===== src/rtl/display_mux_7seg_if.sv =====
// Signal bundle between the BCD source / board pins and the 7-segment scan mux.
// The master side supplies the value to show; the slave side (the mux) drives the pins.
interface display_mux_7seg_if;
    logic        load;
    logic [15:0] bcd_in;
    logic [3:0]  dp_in;
    logic        lz_en;
    logic [3:0]  an;
    logic [6:0]  seg;
    logic        dp;
    logic [1:0]  digit_idx;
    logic        frame_start;

    modport master (
        output load, bcd_in, dp_in, lz_en,
        input  an, seg, dp, digit_idx, frame_start
    );

    modport slave (
        input  load, bcd_in, dp_in, lz_en,
        output an, seg, dp, digit_idx, frame_start
    );
endinterface


===== src/rtl/display_mux_7seg.sv =====
// 4-digit multiplexed 7-segment driver. Scans digits with a per-slot dwell,
// blanks the anodes at the head of each slot to avoid ghosting, optionally
// suppresses leading zeros, and only swaps in a new BCD value at a frame boundary.
module display_mux_7seg #(
    parameter int DWELL      = 4,
    parameter int BLANK      = 1,
    parameter int ACTIVE_LOW = 1
) (
    input logic               clk1kHz,
    input logic               reset,
    display_mux_7seg_if.slave bus
);

    localparam int             CNT_W   = $clog2(DWELL);
    localparam logic [CNT_W-1:0] DW_LAST = CNT_W'(DWELL - 1);
    localparam bit             INV     = (ACTIVE_LOW != 0);
    localparam logic [3:0]     AN_OFF  = INV ? 4'hF : 4'h0;
    localparam logic [6:0]     SEG_OFF = INV ? 7'h7F : 7'h00;
    localparam logic           DP_OFF  = INV;

    // Active-high {g,f,e,d,c,b,a}; anything outside 0-9 shows a dash.
    function automatic logic [6:0] decode(input logic [3:0] n);
        logic [6:0] s;
        case (n)
            4'd0:    s = 7'b0111111;
            4'd1:    s = 7'b0000110;
            4'd2:    s = 7'b1011011;
            4'd3:    s = 7'b1001111;
            4'd4:    s = 7'b1100110;
            4'd5:    s = 7'b1101101;
            4'd6:    s = 7'b1111101;
            4'd7:    s = 7'b0000111;
            4'd8:    s = 7'b1111111;
            4'd9:    s = 7'b1101111;
            default: s = 7'b1000000;
        endcase
        return s;
    endfunction

    logic [CNT_W-1:0] dwell_q, dwell_d;
    logic [1:0]       idx_q, idx_d;
    logic [15:0]      bcd_q, bcd_d, pbcd_q, pbcd_d;
    logic [3:0]       dpm_q, dpm_d, pdp_q, pdp_d;
    logic             pend_q, pend_d;
    logic [3:0]       an_q, an_d;
    logic [6:0]       seg_q, seg_d;
    logic             dp_q, dp_d;
    logic             fs_q, fs_d;

    logic             boundary;
    logic             dark;
    logic             lit;
    logic [3:0]       nib;
    logic [3:0]       an_act;
    logic [6:0]       seg_act;
    logic             dp_act;

    // Next scan position, frame-boundary value swap, and the outputs for the
    // state being entered so that index, anodes and segments move together.
    always_comb begin
        dwell_d  = dwell_q;
        idx_d    = idx_q;
        bcd_d    = bcd_q;
        dpm_d    = dpm_q;
        pbcd_d   = pbcd_q;
        pdp_d    = pdp_q;
        pend_d   = pend_q;
        boundary = (dwell_q == DW_LAST) && (idx_q == 2'd3);

        if (dwell_q == DW_LAST) begin
            dwell_d = '0;
            idx_d   = idx_q + 2'd1;
        end else begin
            dwell_d = dwell_q + CNT_W'(1);
        end

        // A load on the boundary edge wins over anything pending.
        if (boundary) begin
            if (bus.load) begin
                bcd_d = bus.bcd_in;
                dpm_d = bus.dp_in;
            end else if (pend_q) begin
                bcd_d = pbcd_q;
                dpm_d = pdp_q;
            end
            pend_d = 1'b0;
        end else if (bus.load) begin
            pbcd_d = bus.bcd_in;
            pdp_d  = bus.dp_in;
            pend_d = 1'b1;
        end

        nib = bcd_d[idx_d*4 +: 4];
        case (idx_d)
            2'd3:    dark = bus.lz_en && (bcd_d[15:12] == 4'd0);
            2'd2:    dark = bus.lz_en && (bcd_d[15:8] == 8'd0);
            2'd1:    dark = bus.lz_en && (bcd_d[15:4] == 12'd0);
            default: dark = 1'b0;
        endcase

        lit     = (int'(dwell_d) >= BLANK) && !dark;
        an_act  = lit ? (4'b0001 << idx_d) : 4'b0000;
        seg_act = lit ? decode(nib) : 7'b0000000;
        dp_act  = lit && dpm_d[idx_d];

        an_d  = INV ? ~an_act : an_act;
        seg_d = INV ? ~seg_act : seg_act;
        dp_d  = INV ? ~dp_act : dp_act;
        fs_d  = (idx_d == 2'd0) && (dwell_d == '0);
    end

    // State and output registers; reset darkens the display immediately.
    always_ff @(posedge clk1kHz or posedge reset) begin
        if (reset) begin
            dwell_q <= '0;
            idx_q   <= 2'd0;
            bcd_q   <= '0;
            dpm_q   <= '0;
            pbcd_q  <= '0;
            pdp_q   <= '0;
            pend_q  <= 1'b0;
            an_q    <= AN_OFF;
            seg_q   <= SEG_OFF;
            dp_q    <= DP_OFF;
            fs_q    <= 1'b0;
        end else begin
            dwell_q <= dwell_d;
            idx_q   <= idx_d;
            bcd_q   <= bcd_d;
            dpm_q   <= dpm_d;
            pbcd_q  <= pbcd_d;
            pdp_q   <= pdp_d;
            pend_q  <= pend_d;
            an_q    <= an_d;
            seg_q   <= seg_d;
            dp_q    <= dp_d;
            fs_q    <= fs_d;
        end
    end

    assign bus.an          = an_q;
    assign bus.seg         = seg_q;
    assign bus.dp          = dp_q;
    assign bus.digit_idx   = idx_q;
    assign bus.frame_start = fs_q;

endmodule

===== src/flat_wrapper.sv =====
// flat-port wrapper written by rule: the top's interface ports become plain ports
module display_mux_7seg_flat 
#(
    parameter int DWELL      = 4,
    parameter int BLANK      = 1,
    parameter int ACTIVE_LOW = 1
)
  (clk1kHz, reset, bus_load, bus_bcd_in, bus_dp_in, bus_lz_en, bus_an, bus_seg, bus_dp, bus_digit_idx, bus_frame_start);
  display_mux_7seg_if bus_i ();
  input logic clk1kHz;
  input logic reset;
  input wire logic [$bits(bus_i.load)-1:0] bus_load;
  input wire logic [$bits(bus_i.bcd_in)-1:0] bus_bcd_in;
  input wire logic [$bits(bus_i.dp_in)-1:0] bus_dp_in;
  input wire logic [$bits(bus_i.lz_en)-1:0] bus_lz_en;
  output wire logic [$bits(bus_i.an)-1:0] bus_an;
  output wire logic [$bits(bus_i.seg)-1:0] bus_seg;
  output wire logic [$bits(bus_i.dp)-1:0] bus_dp;
  output wire logic [$bits(bus_i.digit_idx)-1:0] bus_digit_idx;
  output wire logic [$bits(bus_i.frame_start)-1:0] bus_frame_start;
  assign bus_i.load = bus_load;
  assign bus_i.bcd_in = bus_bcd_in;
  assign bus_i.dp_in = bus_dp_in;
  assign bus_i.lz_en = bus_lz_en;
  assign bus_an = bus_i.an;
  assign bus_seg = bus_i.seg;
  assign bus_dp = bus_i.dp;
  assign bus_digit_idx = bus_i.digit_idx;
  assign bus_frame_start = bus_i.frame_start;
  display_mux_7seg #(.DWELL(DWELL), .BLANK(BLANK), .ACTIVE_LOW(ACTIVE_LOW)) u_core (.clk1kHz(clk1kHz), .reset(reset), .bus(bus_i));
endmodule

===== config.mk =====
export PLATFORM = sky130hd
export DESIGN_NAME = display_mux_7seg_flat
export DESIGN_NICKNAME = d
export VERILOG_FILES = /design/src/rtl/display_mux_7seg_if.sv /design/src/rtl/display_mux_7seg.sv /design/src/flat_wrapper.sv
export SDC_FILE = /design/constraint.sdc
export NUM_CORES = 1
export LEC_CHECK = 0
export CAP_MARGIN = 40
export CORE_MARGIN = 2
export CORE_UTILIZATION = 30
export DETAILED_ROUTE_END_ITERATION = 6
export GPL_TIMING_DRIVEN = 0
export HOLD_SLACK_MARGIN = 0.08
export PLACE_DENSITY_LB_ADDON = 0.08
export SYNTH_ARGS = -nofsm -noshare
export SYNTH_HDL_FRONTEND = slang
export SYNTH_SLANG_ARGS = --single-unit

===== constraint.sdc =====
create_clock -name clk1kHz -period 4.7 [get_ports clk1kHz]
set_input_delay 0.94 -clock clk1kHz [delete_from_list [all_inputs] [get_ports clk1kHz]]
set_output_delay 0.94 -clock clk1kHz [all_outputs]
set_load 0.02 [all_outputs]

==> summary.md <==
| Metric | Value |
|---|---|
| Clk_lat worst skew | roughly 0.34 ns |
| Critical path startpoint category | input pin |
| Core Footprint | 10400 sq um |
| Hold bufs inserted after CTS | 0 |
| Post-Synth XOR/XNOR Area | 0.00271 |
| Final antenna-violating net count | 0 |
| Critical Path Max Stage Delay | 0.58 ns |
| Hpwl dp | 6.15 mm |
| Ant diodes | 0 |
| CTS sink cnt | between 50 and 60 |
| CP Class | input pin to register |
| Rel. slew slack | 0.474 |
| Post-CTS Setup Inserts | 0 |
| Top delay family on crit path | buffers and inverters |
| EDFF count, synth | 0 |
| CTS tree | done |
| Setup TNS Final | 0 ns |
| Main synth FF type | dfrtp_1 |
| Drt wl/cell | 16.9 um |
| Buffers on Ports | 38 |
| Syn Nets | 358 |
| Total gr overflow | 0 |
| DRT iter0 DRCs | 132 |
| Complex-gate fraction of the synthesized area | 0.174 |
| Commonest non-fill, non-tap cells in the layout | dfrtp_1 (46), clkdlybuf4s50_1 (38), nor2_1 (23) |
| PnR worst setup slack | 0.709 ns |
| RSZ-0062 raised after global routing | no |
| Pre-CTS setup slack | 0.312 ns |
| Area contributors post-synth | dfrtp_1 (36%), dfstp_2 (9.7%), mux2_2 (5.9%) |
| Mux contribution to synthesized area | 0.0715 |
| Final setup vio count | 0 |
| Chip width | about 110 um |
| Worst min path class | register to register |
| Register area share after synthesis | 0.453 |
| Site row count | 37 |
| Max clock buf depth | 2 |
| Bufs and invs on worst path | 5 |
| Worst setup EP type | register |
| Post-synthesis simple-gate area fraction | 0.188 |
| DR vias | between 2k and 3k |
| Cells after Synth | ~320 |
| Clock skew | approximately 0.0084 ns |
| Largest net degree at the start of global routing | 31 |
| Area growth, synth to finish | 22.9% |
| #FFs+latches synth | 58 |
| Worst Path Arrival | 4.27 ns |
| Slew Limit Fails | 0 |
| Clock root cell | clkbuf_8 |
| Power Density | 308 nW/um^2 |
| H-tree Lvls | 3 |
| Layout cell share with drive strength beyond 1 | 0.210 |
| CP cell instances | clkdlybuf4s50_1 -> buf_4 -> clkbuf_1 -> buf_2 -> a21oi_1 -> a221oi_1 -> a21oi_1 -> a21oi_1 -> inv_1 -> ha_1 -> mux2i_1 -> a22o_1 -> nand2_1 |
| Adder-Cell Fraction of Synth Area | 0.0503 |
| Die Y | 108 um |
| First-pass GRT wire length | 14.0 mm |
| Number of remaining DRC errors | 0 |
| Commonest non-fill, non-tap cell in the layout | dfrtp_1 |
| Asr flop ratio synth | 1.00 |
| Maximum vdd drop | 117 uV |
| Maximum clock rate | 251 MHz |
| Synth top area share | 0.356 |
| Max cap viols | 0 |
| Min Tclk post-route | 3.99 ns |
| Final Hold Fails | 0 |
| Cts repair resizes | 0 |
| Nets | 408 |
| Largest family of logic cells by synthesized area | simple AND/OR/NAND/NOR gates |
| I/O pin count | 39 |
| Vias/cell | 5.08 |
| Total Routed Length | 8.67 mm |
| Worst path slowest cell | clkdlybuf4s50_1 |
| Post-synthesis cell type count | 51 |
| WP data required | 4.98 ns |
| Initial antenna violation count | 0 |
| FF-to-FF Start | u_core.dwell_q[0] |
| Worst slew pin tran | 0.786 ns |
| Worst setup path startpoint | bus_load |
| Hold Crit Start | u_core.dwell_q[0] |
| TritonRoute pass-1 iters | 4 |
| Fin crit share | 0.849 |
| Total CTS buffers | 9 |
| Status | completed |
| Leak Pwr | 0.00167 uW |
| Area leader, netlist | dfrtp_1 |
| Clk slew on worst S/H paths | around 0.070 ns |
| Synth warn | 0 |
| CP dominant cell by count | a21oi_1 |
| All-Layer GR Usage | 0.160 |
| Initial Utilization | 0.311 |
| Die area | 11600 sq um |
| Mapped cell area | 3240 sq um |
| Syn avg cell area | 10.1 sq um |
| Number of global-route vias before repair | 2511 |
| RD Place Congestion | 0.800 |
| Crit path max fanout | 10 |
## power breakdown
group          internal (uW)  switching [uW]
Sequential               557            24.3
Clock                    203             212
Combinational            112             118
## synth_stat cells, types with 8 or more instances
| cell type | n |
|---|---|
| nor2_1 | 23 |
| clkbuf_1 | 9 |
| nand2_1 | 20 |
| ha_1 | 13 |
| mux2_2 | 17 |
| dfrtp_1 | 46 |
| inv_1 | 15 |
| a21oi_1 | 21 |
| nor3_1 | 8 |
| nand4b_1 | 14 |
| dfstp_2 | 12 |
| o21ai_0 | 18 |
## final timing paths
path,end,slack [ns],cells after the start
max,u_core.bus.seg[3],0.71,13
min,u_core.dwell_q[0],0.46,1
max reg2reg,u_core.bus.an[0],0.73,14
min reg2reg,u_core.dwell_q[0],0.46,1
max in group asynchronous,u_core.bcd_q[12],3.08,3
min in group asynchronous,u_core.pbcd_q[0],1.01,2
## metrics by stage
stage / instances / hold WS, ns / instance area (sq um) / utilization / total power (uW)
floorplan: 321 / 0.430 / 3240 / - / 733
global placement: 495 / 0.452 / 3790 / 0.364 / 817
detailed placement: 496 / 0.454 / 3810 / 0.366 / 822
CTS: 512 / 0.468 / 3980 / 0.382 / 1240
global route: 512 / 0.489 / 3980 / 0.382 / 1300
finish: 512 / 0.460 / 3980 / 0.382 / 1230
## cells by family after synthesis
family | after synthesis
fa+ha+maj | 13
simple gates | 107
mux | 21
xor+xnor | 1
buf+inv | 39
compound gates | 82
flops | 58
## registers in the layout, summed over array words and instances (netlist names)
register / flops
u_core.bus.digit_idx: 2
u_core.bus.frame_start: 1
u_core.bus.seg: 7
u_core.bcd_q: 16
u_core.pdp_q: 4
u_core.bus.dp: 1
u_core.dpm_q: 4
u_core.dwell_q: 2
u_core.bus.an: 4
u_core.pbcd_q: 16
u_core.pend_q: 1
## per-layer routing
metal  part of all wire  wire length, um  global-route usage
met5                  0                0                   0
met1               0.49             4280               0.238
met2               0.44             3850               0.230
met3              0.044              385              0.0248
met4              0.017              148              0.0641
## cell type report
| cell class | instances | area, sq um |
|---|---|---|
| flip-flops and latches | 58 | 1470 |
| multi-input cells | 224 | 1580 |
| fillers | 1077 | 6440 |
| clock buffers | 11 | 141 |
| well taps | 136 | 170 |
| clock inverters | 5 | 30.0 |
| plain buffers | 23 | 135 |
| inverters | 16 | 60.1 |
| repair buffers | 39 | 400 |
Power figures use the tool's default switching activity.
